==> src/rtl/sdram_pkg.sv <==
// ---------------------------------------------------------------------------
// sdram_pkg
//   Shared definitions for the SDRAM sub-controllers. It holds the 5-bit
//   command encodings {CKE,CS_N,RAS_N,CAS_N,WE_N}, the auto-refresh FSM state
//   type, the address bit that selects precharge-all, and a small helper
//   used to size wait counters.
// ---------------------------------------------------------------------------
package sdram_pkg;

  localparam int CMD_W = 5;

  // Command bus encodings {CKE, CS_N, RAS_N, CAS_N, WE_N}
  localparam logic [CMD_W-1:0] NOP  = 5'b10111;
  localparam logic [CMD_W-1:0] PREC = 5'b10010;
  localparam logic [CMD_W-1:0] AREF = 5'b10001;
  localparam logic [CMD_W-1:0] ACT  = 5'b10011;
  localparam logic [CMD_W-1:0] RD   = 5'b10101;
  localparam logic [CMD_W-1:0] WR   = 5'b10100;
  localparam logic [CMD_W-1:0] MRS  = 5'b10000;

  // A10 high during PRECHARGE means "all banks"
  localparam int A10_BIT = 10;

  typedef enum logic [2:0] {
    ST_IDLE,
    ST_PRECH,
    ST_WAIT_RP,
    ST_REF,
    ST_WAIT_RFC,
    ST_DONE
  } aref_state_e;

  function automatic int max_int(input int a, input int b);
    return (a > b) ? a : b;
  endfunction

endpackage

==> src/rtl/sdram_aref_ctrl_if.sv <==
// ---------------------------------------------------------------------------
// sdram_aref_ctrl_if
//   Bundle between the auto-refresh controller and the SDRAM arbiter.
//   Signals:
//     aref_req    controller -> arbiter  level request, high while debt > 0
//     aref_en     arbiter -> controller  grant
//     aref_ack    controller -> arbiter  one-cycle completion pulse
//     aref_cmd    controller -> arbiter  5-bit command {CKE,CS_N,RAS_N,CAS_N,WE_N}
//     aref_addr   controller -> arbiter  address bus
//     aref_debt   controller -> arbiter  pending refresh count
//     aref_ovf    controller -> arbiter  sticky debt-overflow flag
//     aref_urgent controller -> arbiter  debt near saturation
//                                        (only with SDRAM_AREF_URGENT_EN)
//   Modports: master = refresh controller side, slave = arbiter side.
// ---------------------------------------------------------------------------
interface sdram_aref_ctrl_if
  import sdram_pkg::*;
#(
  parameter int ADDR_W   = 12,
  parameter int MAX_DEBT = 8
);

  localparam int DEBT_W = $clog2(MAX_DEBT + 1);

  logic              aref_req;
  logic              aref_en;
  logic              aref_ack;
  logic [CMD_W-1:0]  aref_cmd;
  logic [ADDR_W-1:0] aref_addr;
  logic [DEBT_W-1:0] aref_debt;
  logic              aref_ovf;
`ifdef SDRAM_AREF_URGENT_EN
  logic              aref_urgent;

  modport master (
    input  aref_en,
    output aref_req, aref_ack, aref_cmd, aref_addr, aref_debt, aref_ovf,
    output aref_urgent
  );

  modport slave (
    output aref_en,
    input  aref_req, aref_ack, aref_cmd, aref_addr, aref_debt, aref_ovf,
    input  aref_urgent
  );
`else
  modport master (
    input  aref_en,
    output aref_req, aref_ack, aref_cmd, aref_addr, aref_debt, aref_ovf
  );

  modport slave (
    output aref_en,
    input  aref_req, aref_ack, aref_cmd, aref_addr, aref_debt, aref_ovf
  );
`endif

endinterface

==> src/rtl/sdram_aref_timer.sv <==
// ---------------------------------------------------------------------------
// sdram_aref_timer
//   Refresh interval counter. Counts 0..REF_INTERVAL-1 while flag_init_i is
//   high and holds its value otherwise; tick_o is high for the one cycle the
//   count sits at its terminal value, after which it wraps to 0.
//   Ports:
//     clk_i        system clock
//     rst_i        synchronous reset, active-high
//     flag_init_i  SDRAM initialisation complete (count enable)
//     tick_o       one refresh interval has elapsed
// ---------------------------------------------------------------------------
module sdram_aref_timer #(
  parameter int REF_INTERVAL = 1562
) (
  input  logic clk_i,
  input  logic rst_i,
  input  logic flag_init_i,
  output logic tick_o
);

  localparam int CNT_W = (REF_INTERVAL > 1) ? $clog2(REF_INTERVAL) : 1;

  logic [CNT_W-1:0] count_q, count_d;
  logic             atEnd;

  assign atEnd = (count_q == CNT_W'(REF_INTERVAL - 1));

  // Tick is gated by the enable so a frozen counter parked on the terminal
  // value does not emit a tick every cycle.
  assign tick_o = flag_init_i && atEnd;

  always_comb begin
    count_d = count_q;
    if (flag_init_i) begin
      count_d = atEnd ? '0 : count_q + CNT_W'(1);
    end
  end

  always_ff @(posedge clk_i) begin
    if (rst_i) begin
      count_q <= '0;
    end else begin
      count_q <= count_d;
    end
  end

endmodule

==> src/rtl/sdram_aref_ctrl.sv <==
// ---------------------------------------------------------------------------
// sdram_aref_ctrl
//   SDRAM auto-refresh controller. Accumulates refresh debt from the interval
//   timer, requests the command bus while debt is outstanding and, once
//   granted, issues PRECHARGE-ALL followed by REF_BURST AUTO REFRESH commands
//   with tRP / tRFC spacing, then pulses ack and retires one unit of debt.
//   Ports:
//     S_CLK      system clock
//     RST        synchronous reset, active-high
//     flag_init  init complete; enables the interval timer
//     bus        sdram_aref_ctrl_if.master (req/en/ack/cmd/addr/debt/ovf)
//   Optional: define SDRAM_AREF_URGENT_EN to add bus.aref_urgent, which is
//   high while debt >= MAX_DEBT-1.
// ---------------------------------------------------------------------------
module sdram_aref_ctrl
  import sdram_pkg::*;
#(
  parameter int ADDR_W       = 12,
  parameter int REF_INTERVAL = 1562,
  parameter int REF_BURST    = 2,
  parameter int T_RP         = 2,
  parameter int T_RFC        = 7,
  parameter int MAX_DEBT     = 8
) (
  input  logic               S_CLK,
  input  logic               RST,
  input  logic               flag_init,
  sdram_aref_ctrl_if.master  bus
);

  localparam int DEBT_W  = $clog2(MAX_DEBT + 1);
  localparam int BURST_W = $clog2(REF_BURST + 1);
  localparam int WAIT_W  = $clog2(max_int(T_RP, T_RFC) + 1);

  // Wait counters count down to zero; entering the wait state one cycle after
  // the command means the load value is the interval minus two.
  localparam int RP_LOAD  = (T_RP  >= 2) ? T_RP  - 2 : 0;
  localparam int RFC_LOAD = (T_RFC >= 2) ? T_RFC - 2 : 0;

  localparam logic [ADDR_W-1:0] PREC_ADDR = ADDR_W'(1) << A10_BIT;

  aref_state_e        state_q;
  logic [WAIT_W-1:0]  wait_q;
  logic [BURST_W-1:0] burst_q;
  logic [BURST_W-1:0] burstInc;
  logic [CMD_W-1:0]   cmd_q;
  logic [ADDR_W-1:0]  addr_q;
  logic               ack_q;

  logic [DEBT_W-1:0]  debt_q, debt_d;
  logic               ovf_q, ovf_d;
  logic               req_q;

  logic               tick;
  logic               seqDone;

  sdram_aref_timer #(
    .REF_INTERVAL (REF_INTERVAL)
  ) u_timer (
    .clk_i       (S_CLK),
    .rst_i       (RST),
    .flag_init_i (flag_init),
    .tick_o      (tick)
  );

  assign burstInc = burst_q + BURST_W'(1);
  assign seqDone  = (state_q == ST_DONE);

  // Debt bookkeeping: a tick adds one, the ack cycle retires one, and both
  // together cancel. A tick that finds the counter saturated is lost and
  // latches the overflow flag instead.
  always_comb begin
    debt_d = debt_q;
    ovf_d  = ovf_q;
    if (tick && !seqDone) begin
      if (debt_q == DEBT_W'(MAX_DEBT)) begin
        ovf_d = 1'b1;
      end else begin
        debt_d = debt_q + DEBT_W'(1);
      end
    end else if (!tick && seqDone) begin
      debt_d = debt_q - DEBT_W'(1);
    end
  end

  // Request is registered from the next debt so it moves in the same cycle
  // as the debt output itself.
  always_ff @(posedge S_CLK) begin
    if (RST) begin
      debt_q <= '0;
      ovf_q  <= 1'b0;
      req_q  <= 1'b0;
    end else begin
      debt_q <= debt_d;
      ovf_q  <= ovf_d;
      req_q  <= (debt_d != '0);
    end
  end

  // Sequencer. Command, address and ack are registered alongside the state,
  // so each output appears in the same cycle as the state that owns it.
  // Outputs default back to NOP / 0 / 0 every cycle.
  always_ff @(posedge S_CLK) begin
    if (RST) begin
      state_q <= ST_IDLE;
      wait_q  <= '0;
      burst_q <= '0;
      cmd_q   <= NOP;
      addr_q  <= '0;
      ack_q   <= 1'b0;
    end else begin
      cmd_q  <= NOP;
      addr_q <= '0;
      ack_q  <= 1'b0;
      case (state_q)
        ST_IDLE: begin
          if (bus.aref_en && (debt_q != '0)) begin
            state_q <= ST_PRECH;
            cmd_q   <= PREC;
            addr_q  <= PREC_ADDR;
            burst_q <= '0;
          end
        end
        ST_PRECH: begin
          if (T_RP == 1) begin
            state_q <= ST_REF;
            cmd_q   <= AREF;
          end else begin
            state_q <= ST_WAIT_RP;
            wait_q  <= WAIT_W'(RP_LOAD);
          end
        end
        ST_WAIT_RP: begin
          if (wait_q == '0) begin
            state_q <= ST_REF;
            cmd_q   <= AREF;
          end else begin
            wait_q <= wait_q - WAIT_W'(1);
          end
        end
        ST_REF: begin
          burst_q <= burstInc;
          if (T_RFC == 1) begin
            if (burstInc < BURST_W'(REF_BURST)) begin
              state_q <= ST_REF;
              cmd_q   <= AREF;
            end else begin
              state_q <= ST_DONE;
              ack_q   <= 1'b1;
            end
          end else begin
            state_q <= ST_WAIT_RFC;
            wait_q  <= WAIT_W'(RFC_LOAD);
          end
        end
        ST_WAIT_RFC: begin
          if (wait_q == '0) begin
            if (burst_q < BURST_W'(REF_BURST)) begin
              state_q <= ST_REF;
              cmd_q   <= AREF;
            end else begin
              state_q <= ST_DONE;
              ack_q   <= 1'b1;
            end
          end else begin
            wait_q <= wait_q - WAIT_W'(1);
          end
        end
        ST_DONE: begin
          state_q <= ST_IDLE;
        end
        default: begin
          state_q <= ST_IDLE;
        end
      endcase
    end
  end

  assign bus.aref_req  = req_q;
  assign bus.aref_ack  = ack_q;
  assign bus.aref_cmd  = cmd_q;
  assign bus.aref_addr = addr_q;
  assign bus.aref_debt = debt_q;
  assign bus.aref_ovf  = ovf_q;

`ifdef SDRAM_AREF_URGENT_EN
  logic urgent_q;

  // Lets the arbiter pre-empt read/write traffic before debt saturates.
  always_ff @(posedge S_CLK) begin
    if (RST) begin
      urgent_q <= 1'b0;
    end else begin
      urgent_q <= (debt_d >= DEBT_W'(MAX_DEBT - 1));
    end
  end

  assign bus.aref_urgent = urgent_q;
`endif

endmodule

==> src/flat_wrapper.sv <==
// flat-port wrapper written by rule: the top's interface ports become plain ports
module sdram_aref_ctrl_flat import sdram_pkg::*;
#(
  parameter int ADDR_W       = 12,
  parameter int REF_INTERVAL = 1562,
  parameter int REF_BURST    = 2,
  parameter int T_RP         = 2,
  parameter int T_RFC        = 7,
  parameter int MAX_DEBT     = 8
)
  (S_CLK, RST, flag_init, bus_aref_en, bus_aref_req, bus_aref_ack, bus_aref_cmd, bus_aref_addr, bus_aref_debt, bus_aref_ovf);
  sdram_aref_ctrl_if #(.ADDR_W(ADDR_W), .MAX_DEBT(MAX_DEBT)) bus_i ();
  input  logic S_CLK;
  input  logic RST;
  input  logic flag_init;
  input wire logic [$bits(bus_i.aref_en)-1:0] bus_aref_en;
  output wire logic [$bits(bus_i.aref_req)-1:0] bus_aref_req;
  output wire logic [$bits(bus_i.aref_ack)-1:0] bus_aref_ack;
  output wire logic [$bits(bus_i.aref_cmd)-1:0] bus_aref_cmd;
  output wire logic [$bits(bus_i.aref_addr)-1:0] bus_aref_addr;
  output wire logic [$bits(bus_i.aref_debt)-1:0] bus_aref_debt;
  output wire logic [$bits(bus_i.aref_ovf)-1:0] bus_aref_ovf;
  assign bus_i.aref_en = bus_aref_en;
  assign bus_aref_req = bus_i.aref_req;
  assign bus_aref_ack = bus_i.aref_ack;
  assign bus_aref_cmd = bus_i.aref_cmd;
  assign bus_aref_addr = bus_i.aref_addr;
  assign bus_aref_debt = bus_i.aref_debt;
  assign bus_aref_ovf = bus_i.aref_ovf;
  sdram_aref_ctrl #(.ADDR_W(ADDR_W), .REF_INTERVAL(REF_INTERVAL), .REF_BURST(REF_BURST), .T_RP(T_RP), .T_RFC(T_RFC), .MAX_DEBT(MAX_DEBT)) u_core (.S_CLK(S_CLK), .RST(RST), .flag_init(flag_init), .bus(bus_i));
endmodule
==> config.mk <==
export PLATFORM = sky130hd
export DESIGN_NAME = sdram_aref_ctrl_flat
export DESIGN_NICKNAME = d
export VERILOG_FILES = /design/src/rtl/sdram_pkg.sv /design/src/rtl/sdram_aref_ctrl_if.sv /design/src/rtl/sdram_aref_timer.sv /design/src/rtl/sdram_aref_ctrl.sv /design/src/flat_wrapper.sv
export SDC_FILE = /design/constraint.sdc
export NUM_CORES = 1
export LEC_CHECK = 0
export BUFFER_PORTS_ARGS = -buffer_cell sky130_fd_sc_hd__buf_2
export CORE_MARGIN = 2
export CORE_UTILIZATION = 55
export DETAILED_ROUTE_END_ITERATION = 12
export PLACE_DENSITY = 0.78
export REMOVE_ABC_BUFFERS = 1
export SYNTH_ARGS = -nofsm -noshare
export SYNTH_HDL_FRONTEND = slang
export SYNTH_SLANG_ARGS = --single-unit
==> constraint.sdc <==
create_clock -name S_CLK -period 2.4 [get_ports S_CLK]
set_input_delay 0.24 -clock S_CLK [delete_from_list [all_inputs] [get_ports S_CLK]]
set_output_delay 0.24 -clock S_CLK [all_outputs]
set_load 0.05 [all_outputs]
Word level (Yosys, flattened, before mapping) --
Index checks and enable logic that the tools add are counted.
Storage, ports and cells: output and inout port bits 24, flip-flop bits (word level) 43, word-level logic and storage cells 69
Operators by class: $add $sub $neg 5, magnitude comparators 1, reduce and logical (&&, ||, !) cells 19, mux-type cells 20, bitwise operators 3, equal/unequal tests 11
Operators with widths (count):
- $mux 3 | 8
- $mux 11 | 2
- $pmux 3 s5 | 1
- $pmux 5 s3 | 1
- $mux 4 | 3
- $add 11x1->11 const B | 1
- $eq 11x11->1 const B | 1
- $pmux 3 s3 | 1
- $reduce_bool 4->1 | 2
- $eq 3x2->1 const B | 2
- $eq 3x3->1 const B | 2
- $logic_not 3->1 | 2
- $ne 2x1->1 const B | 3
- $reduce_and 2->1 | 3
- $mux 5 | 1
- $add 4x1->4 const B | 1
- $eq 4x4->1 const B | 1
- $logic_and 1x1->1 | 4
- $pmux 2 s2 | 1
- $reduce_or 2->1 | 2
- $sub 4x1->4 const B | 1
- $eq 3x1->1 const B | 1
- $not 1->1 | 3
- $reduce_and 3->1 | 1
- 10 further kinds | 11

Logic depth before layout (Yosys ltp) --
Gate-level depths: netlist (run 1).
depth after elaboration 7, depth in mapped cells 9, mapped depth without buffers 8

Hierarchy --
A second synthesis (run 1) with hierarchy kept.
Second synthesis, totals: cell total of the unflattened synthesis 208, area total of the unflattened synthesis 1727.9 um^2
By module, submodules not included:
- sdram_aref_ctrl | cells an instance 148, area each 1173.6 um^2, times used 1
- sdram_aref_timer | cells an instance 60, area each 554.3 um^2, times used 1

Least setup slack after synthesis (run 1) --
Ideal clock, no wire load.
path type register to register, from register u_core.debt_q[0] (netlist: u_core.bus.aref_debt[0]), to register u_core.req_q (netlist: u_core.bus.aref_req), clock period less this slack 1902 ps, setup time 134 ps, path buffers 0, arrival 1768 ps, cell stages (with the launch flop) 8, slack 498 ps, path through dfxtp_1 inv_1 ha_1 and3b_1 nor2_1 a22oi_1 a22oi_2 o221ai_2
On the way: cells in the longest elaborated chain, start to end 4, elaborated cells between the ends (all ways) 7, classes of those cells 2 x add/sub; 1 x eq/ne; 3 x mux; 1 x reduce/logical
RTL lines:
- start: declaration | RTL line sdram_aref_ctrl.sv:50 | logic [DEBT_W-1:0] debt_q, debt_d;
- start signal: assignment | RTL line sdram_aref_ctrl.sv:94 | debt_q <= debt_d;
- $sub 4x1->4 (tied with other cells) | RTL line sdram_aref_ctrl.sv:82 | debt_d = debt_q - DEBT_W'(1);
- $mux 4, on equally long branches | RTL line sdram_aref_ctrl.sv:81, sdram_aref_ctrl.sv:76
- $mux 4 * | RTL line sdram_aref_ctrl.sv:75 | if (tick && !seqDone) begin
- $reduce_bool 4->1 * | RTL line sdram_aref_ctrl.sv:96 | req_q <= (debt_d != '0);
- end signal: assignment | RTL line sdram_aref_ctrl.sv:96
- end: declaration | RTL line sdram_aref_ctrl.sv:52 | logic req_q;
Mark *: on every way between the ends. The rest lies on a longest branch, timed or not. A chain may end at the register's enable or synchronous reset.

Worst setup path in the final report (run 1) --
from register u_core.state_q[2], to register u_core.req_q (netlist: u_core.bus.aref_req)
On the way: cells in the longest elaborated chain, start to end 5, elaborated cells between the ends (all ways) 7, classes of those cells 1 x eq/ne; 2 x mux; 4 x reduce/logical
RTL lines:
- start: declaration | RTL line sdram_aref_ctrl.sv:42 | aref_state_e state_q;
- start signal: assignment | RTL line sdram_aref_ctrl.sv:105 | state_q <= ST_IDLE;
- start signal: assignment | RTL line sdram_aref_ctrl.sv:118 | state_q <= ST_PRECH;
- start signal: assignment | RTL line sdram_aref_ctrl.sv:126 | state_q <= ST_REF;
- $eq 3x3->1 * | RTL line sdram_aref_ctrl.sv:67 | assign seqDone = (state_q == ST_DONE);
- $logic_and 1x1->1 or $logic_not 1->1 (tied branches) | RTL line sdram_aref_ctrl.sv:81, sdram_aref_ctrl.sv:75
- $mux 4 or $logic_and 1x1->1 (tied branches) | RTL line sdram_aref_ctrl.sv:81, sdram_aref_ctrl.sv:75
- $mux 4 * | RTL line sdram_aref_ctrl.sv:75
- $reduce_bool 4->1 * | RTL line sdram_aref_ctrl.sv:96
Marked as above.

==> results of run 1 <==
worst max path at each step:
stage | endpoint | start | cells after the start | slack, ns
floorplan | u_core.bus.aref_req$_SDFF_PP0_ | u_core.bus.aref_debt[0]$_SDFF_PP0_ | 7 | 0.50
global placement | u_core.wait_q[1]$_SDFFE_PP0P_ | u_core.wait_q[0]$_SDFFE_PP0P_ | 8 | 0.58
detailed placement | u_core.bus.aref_req$_SDFF_PP0_ | u_core.state_q[2]$_SDFFE_PP0P_ | 5 | 0.53
CTS | u_core.bus.aref_req$_SDFF_PP0_ | u_core.state_q[2]$_SDFFE_PP0P_ | 5 | 0.52
global route | u_core.bus.aref_req$_SDFF_PP0_ | u_core.state_q[2]$_SDFFE_PP0P_ | 5 | 0.34
finish | u_core.bus.aref_req$_SDFF_PP0_ | u_core.state_q[2]$_SDFFE_PP0P_ | 5 | 0.51
worst register-to-register path: stages, from the launching register on:
cell      delay (ns)
dfxtp_1         0.61
nand3b_1        0.30
and4_2          0.31
a22oi_1         0.19
xor2_1          0.24
o221ai_2        0.11
synth_stat cells, types with 2 or more instances:
| library cell | count |
|---|---|
| nor2_1 | 31 |
| dfxtp_1 | 30 |
| buf_4 | 13 |
| nand2_1 | 13 |
| inv_1 | 11 |
| a21oi_1 | 8 |
| nand3_1 | 8 |
| xor2_1 | 8 |
| clkbuf_1 | 6 |
| ha_1 | 6 |
| nor3_1 | 6 |
| nand2b_1 | 5 |
| xnor2_1 | 5 |
| a22oi_1 | 4 |
| nand4_1 | 4 |
| a221oi_1 | 3 |
| nand3b_1 | 3 |
| a211oi_1 | 2 |
| a21o_1 | 2 |
| a31oi_1 | 2 |
| and4_2 | 2 |
| conb_1 | 2 |
| mux2_2 | 2 |
| nor3b_1 | 2 |
| o211ai_1 | 2 |
| o21ai_0 | 2 |
| or3_1 | 2 |
cell type report:
cell class | instances | area [sq um]
multi-input combinational | 150 | 967
clock buffer | 6 | 41.3
inverter | 11 | 41.3
fill | 274 | 1200
clock inverter | 2 | 37.5
timing repair buffer | 15 | 77.6
sequential | 30 | 601
tap | 33 | 41.3
registers in the layout, summed over array words and instances (netlist names):
name,cells
u_core.bus.aref_cmd,3
u_core.bus.aref_req,1
u_core.bus.aref_addr,1
u_core.state_q,3
u_core.burst_q,2
u_core.bus.aref_debt,4
u_core.bus.aref_ack,1
u_core.bus.aref_ovf,1
u_core.wait_q,3
u_core.u_timer.count_q,11
routing by layer:
metal / wire (microns) / part of all wire / vias up
met5: 0 / 0 / -
met4: 62 / 0.021 / 0
met3: 126 / 0.043 / 9
met2: 1320 / 0.45 / 31
met1: 1440 / 0.49 / 611
li1: - / - / 703
power by group through the flow:
stage,sequential (mW),combinational (mW),clock [mW]
finish,0.546,0.271,0.401
global route,0.550,0.302,0.432
CTS,0.546,0.270,0.414
detailed placement,0.558,0.269,0
global placement,0.557,0.266,0
floorplan,0.580,0.196,0
logic make-up after synthesis:
logic type	Yosys count	synth area share
compound gates	33	0.156
mux	2	0.0133
other cells	2	0.00443
buf+inv	32	0.100
xor+xnor	13	0.0671
simple gates	83	0.261
fa+ha+maj	6	0.0442
flops	30	0.354
==> results.sh, run 1 <==
export IMPL_cpLargestDelayFamily="flip-flops"
export IMPL_ys_seq_area_frac=0.354
export IMPL_grt_util_met3=0.0459
export IMPL_die_h_microns=59.5
export IMPL_p_sw_mw=0.387
export IMPL_reg2regPathDepth=5
export IMPL_drt_pass1_iterations=4
export IMPL_rsz0062_at_grt="false"
export IMPL_layout_common_cells="31 x nor2_1, 30 x dfxtp_1, 14 x buf_2"
export IMPL_grt_usage=0.188
export IMPL_grt_overflow=0
export IMPL_final_nets=223
export IMPL_totalWireLength_microns=2950
export IMPL_ys_warn_count=0
export IMPL_gp_congestion=0.801
export IMPL_pwr_share_comb=0.222
export IMPL_cp_arrival_ns=2.10
export IMPL_hp_class="input port to flop"
export IMPL_via_per_inst=5.48
export IMPL_avgRoutedWirePerCell_microns=11.9
export IMPL_worstMarginPinSlew_ns=0.529
export IMPL_fin_hold_ws_ns=0.195
export IMPL_clk_latency_ns=0.34
export IMPL_syn_inst=201
export IMPL_cts_buffers=5
export IMPL_skew_ns=0.00425
export IMPL_syn_avg_cell_area_sq_um=8.44
export IMPL_first_iter_violations=122
export IMPL_synth_area_top_cells="dfxtp_1 35%, nor2_1 6.9%, buf_4 5.8%"
export IMPL_async_flop_share=0
export IMPL_endpoint_kind="flop"
export IMPL_cts_sinks=30
export IMPL_reg2reg_from="u_core.state_q[2]$_SDFFE_PP0P_"
export IMPL_crit_path_max_incr_delay_ns=0.61
export IMPL_fin_crit_ns=1.89
export IMPL_cts_hold_buffers_added=0
export IMPL_clkPwrFrac=0.329
export IMPL_portBuffers=14
export IMPL_synth_area_leader_cell="dfxtp_1"
export IMPL_ys_types=44
export IMPL_min_path_cells=2
export IMPL_vias=1354
export IMPL_hold_viol_final=0
export IMPL_max_freq_mhz=530
export IMPL_io_pins=28
export IMPL_fin_crit_sh=0.785
export IMPL_cts_max_path_buffers=2
export IMPL_drv_cap=0
export IMPL_switching_share=0.318
export IMPL_syn_to_final_growth_pct=6.49
export IMPL_use_met2=0.273
export IMPL_htree_levels=2
export IMPL_min_to="u_core.u_timer.count_q[1]$_SDFFE_PP0P_"
export IMPL_drt_antenna_violating_nets=0
export IMPL_yosys_area_top_type_share=0.354
export IMPL_grt_use_met1=0.250
export IMPL_die_w_microns=59.5
export IMPL_n_antenna_cell=0
export IMPL_synth_edf_count=0
export IMPL_worst_r2r_setup_slack_ns=0.51
export IMPL_post_cts_buffers=0
export IMPL_path_cells="nand3b_1, and4_2, a22oi_1, xor2_1, o221ai_2"
export IMPL_clkTransAtPathRegs_ns=0.10
export IMPL_crit_buf_inv=0
export IMPL_pre_cts_slack_ns=0.535
export IMPL_core_sq_um=3000
export IMPL_outcome="complete, no violations"
export IMPL_setup_ws_ns=0.515
export IMPL_vdd_drop_max_mv=0.310
export IMPL_maxSlewViolCount=0
export IMPL_cts_root_buffer="clkbuf_4"
export IMPL_power_density_nw_per_um2=674
export IMPL_start_util=0.565
export IMPL_cts_tree="done"
export IMPL_final_util=0.602
export IMPL_total_power_mw=1.22
export IMPL_critPathSlowestCell="dfxtp_1"
export IMPL_worst_setup_path_type="flop to flop"
export IMPL_grt_pass1_vias=1139
export IMPL_setup_tns_ns=0
export IMPL_startpoint_type="flop"
export IMPL_p_int_mw=0.831
export IMPL_drive_gt1_frac=0.159
export IMPL_die_area_sq_um=3550
export IMPL_setup_violations_final=0
export IMPL_final_cell_area_sq_um=1810
export IMPL_drc=0
export IMPL_cp_data_required_time_ns=2.62
export IMPL_antenna_found_initial=0
export IMPL_pwr_share_seq=0.449
export IMPL_r2r_end="u_core.bus.aref_req$_SDFF_PP0_"
export IMPL_ys_ff_latch=30
export IMPL_dp_cells=239
export IMPL_cts_resized=0
export IMPL_busiest_layer="met2"
export IMPL_dp_hpwl_microns=2050
export IMPL_grt_pass1_wl_microns=4950
export IMPL_hp_start="flag_init"
export IMPL_slew_headroom=0.646
export IMPL_crit_fanout=16
export IMPL_placed_area_sq_um=1730
export IMPL_p_leak_nw=0.732
export IMPL_fp_row_count=20
export IMPL_syn_area_sq_um=1700
export IMPL_synth_flop_cell="dfxtp_1"
export IMPL_fin_cells=247
export IMPL_grt_max_degree=20
export IMPL_final_common_cell="nor2_1"
No activity file was read; power rests on OpenSTA's default activity.
==> run 2, diff against run 1 <==
clock period = 2 ns   (was 2.4 ns; I/O delays follow)
==> run 2 against run 1 <==
Non-clock buffer count rose by 4. Fmax increased by 2.9%. Highest routed layer unchanged. Global-route usage decreased by 0.12 points. Worst setup slack worse by 0.35 ns. Power increased by 9.7%. Flip-flop and latch count stayed put. Clock skew increased by 0.017 ns.
==> results.sh, run 2 (synthesis gave the netlist of run 1 again) <==
export IMPL_outcome="complete, no violations"
export IMPL_grt_pass1_wl_microns=5010
export IMPL_drt_pass1_iterations=4
export IMPL_grt_pass1_vias=1197
export IMPL_start_util=0.565
export IMPL_grt_max_degree=20
export IMPL_core_sq_um=3000
export IMPL_hp_start="flag_init"
export IMPL_path_cells="inv_1, ha_1, and4_1, and4_2, or3_1, a22oi_2, o221ai_2"
export IMPL_reg2regPathDepth=7
export IMPL_cts_sinks=30
export IMPL_die_h_microns=59.5
export IMPL_skew_ns=0.0216
export IMPL_cp_data_required_time_ns=2.22
export IMPL_fin_crit_sh=0.916
export IMPL_die_area_sq_um=3550
export IMPL_dr_wl_met3_microns=146
export IMPL_maxSlewViolCount=0
export IMPL_antenna_found_initial=0
export IMPL_fin_hold_ws_ns=0.162
export IMPL_clkTransAtPathRegs_ns=0.11
export IMPL_drc=0
export IMPL_dp_hpwl_microns=2080
export IMPL_portBuffers=14
export IMPL_drv_cap=0
export IMPL_vias=1345
export IMPL_highest_layer="met4"
export IMPL_avgRoutedWirePerCell_microns=12.0
export IMPL_cts_hold_buffers_added=0
export IMPL_final_common_cell="nor2_1"
export IMPL_fp_row_count=20
export IMPL_htree_levels=2
export IMPL_worst_r2r_setup_slack_ns=0.17
export IMPL_hold_viol_final=0
export IMPL_drt_antenna_violating_nets=0
export IMPL_cts_max_path_buffers=2
export IMPL_critPathSlowestCell="dfxtp_1"
export IMPL_cts_buffers=5
export IMPL_power_density_nw_per_um2=739
export IMPL_endpoint_kind="flop"
export IMPL_io_pins=28
export IMPL_layout_common_cells="31 x nor2_1, 30 x dfxtp_1, 14 x buf_2"
export IMPL_rsz0062_at_grt="false"
export IMPL_worst_setup_path_type="flop to flop"
export IMPL_final_nets=227
export IMPL_syn_to_final_growth_pct=6.56
export IMPL_min_path_cells=2
export IMPL_vdd_drop_max_mv=0.452
export IMPL_via_per_inst=5.38
export IMPL_startpoint_type="flop"
export IMPL_crit_fanout=5
export IMPL_crit_path_max_incr_delay_ns=0.40
export IMPL_largest_reg_flops=11
export IMPL_first_iter_violations=99
export IMPL_largest_register="u_core.u_timer.count_q"
export IMPL_post_cts_buffers=0
export IMPL_setup_tns_ns=0
export IMPL_cts_tree="done"
export IMPL_hp_class="input port to flop"
export IMPL_cts_root_buffer="clkbuf_4"
export IMPL_crit_start="u_core.u_timer.count_q[1]$_SDFFE_PP0P_"
export IMPL_wl_met1_microns=1460
export IMPL_fin_crit_ns=1.83
export IMPL_drive_gt1_frac=0.180
export IMPL_die_w_microns=59.5
export IMPL_grt_overflow=0
export IMPL_max_freq_mhz=546
export IMPL_r2r_end="u_core.bus.aref_req$_SDFF_PP0_"
export IMPL_setup_violations_final=0
export IMPL_min_to="u_core.u_timer.count_q[1]$_SDFFE_PP0P_"
export IMPL_gp_congestion=0.775
export IMPL_p_leak_nw=0.744
export IMPL_n_antenna_cell=0
export IMPL_clk_latency_ns=0.33
export IMPL_wl_met2_microns=1380
export IMPL_cp_arrival_ns=2.05
export IMPL_reg2reg_from="u_core.u_timer.count_q[1]$_SDFFE_PP0P_"
export IMPL_totalWireLength_microns=3000
export IMPL_grt_usage=0.187
[run 2: cell count changes in the layout (fill, tap and decap cells not counted)]
cell        before  now
clkinvlp_4       1    0
bufinv_16        1    0
ha_1             6    5
clkinv_2         0    2
clkbuf_1         1    0
buf_4            1    5
ha_2             0    1
[run 2: power breakdown]
group | total [mW] | internal, mW | leakage, nW | switching [mW]
Clock | 0.338 | 0.126 | 0.0308 | 0.212
Combinational | 0.353 | 0.124 | 0.470 | 0.229
Sequential | 0.645 | 0.624 | 0.243 | 0.0209
Total | 1.34 | 0.874 | 0.744 | 0.462
[run 2: per-layer routing]
layer | track usage | up-vias
met5 | 0 | -
met1 | 0.233 | 610
met3 | 0.0590 | 2
li1 | - | 701
met4 | 0.0794 | 0
met2 | 0.297 | 32
[run 2: worst max-delay path: cells and delay by family (launching register included)]
kind | cells | cell delay [ns]
buffers and inverters | 1 | 0.07
AO/OA/AOI/OAI | 2 | 0.25
AND/OR/NAND/NOR | 3 | 0.83
flip-flops | 1 | 0.40
adder cells (fa/ha/maj) | 1 | 0.18
[run 2: layout make-up]
cell class	instances	area [sq um]
Fill cell	272	1190
Multi-Input combinational cell	150	970
Sequential cell	30	601
Timing Repair Buffer	19	108
Inverter	11	41.3
Tap cell	33	41.3
Clock buffer	5	37.5
Clock inverter	2	10.0
[run 2: how the worst max path moves through the flow]
stage                                           to  slack [ns]  cells past startpoint
floorplan           u_core.bus.aref_req$_SDFF_PP0_         0.1                      7
detailed placement  u_core.bus.aref_req$_SDFF_PP0_        0.17                      7
finish              u_core.bus.aref_req$_SDFF_PP0_        0.17                      7
global route        u_core.bus.aref_req$_SDFF_PP0_        0.05                      7
global placement     u_core.wait_q[1]$_SDFFE_PP0P_        0.21                      8
CTS                  u_core.wait_q[1]$_SDFFE_PP0P_        0.10                      8
[run 2: per-stage QoR]
| step | utilization | instance area, sq um | std cells | setup WS, ns | power (mW) |
|---|---|---|---|---|---|
| final | 0.602 | 1810 | 250 | 0.169 | 1.34 |
| after global routing | 0.602 | 1810 | 250 | 0.0484 | 1.42 |
| after CTS | 0.601 | 1810 | 250 | 0.103 | 1.35 |
| after detailed placement | 0.585 | 1760 | 243 | 0.172 | 1.00 |
| after global placement | 0.585 | 1760 | 243 | 0.213 | 0.999 |
| after floorplan | - | 1610 | 191 | 0.0984 | 0.931 |
[run 2: what timing repair did]
action,CTS,global route
setup endpoints to repair,0,1
resized for setup,0,1
hold endpoints to repair,0,0
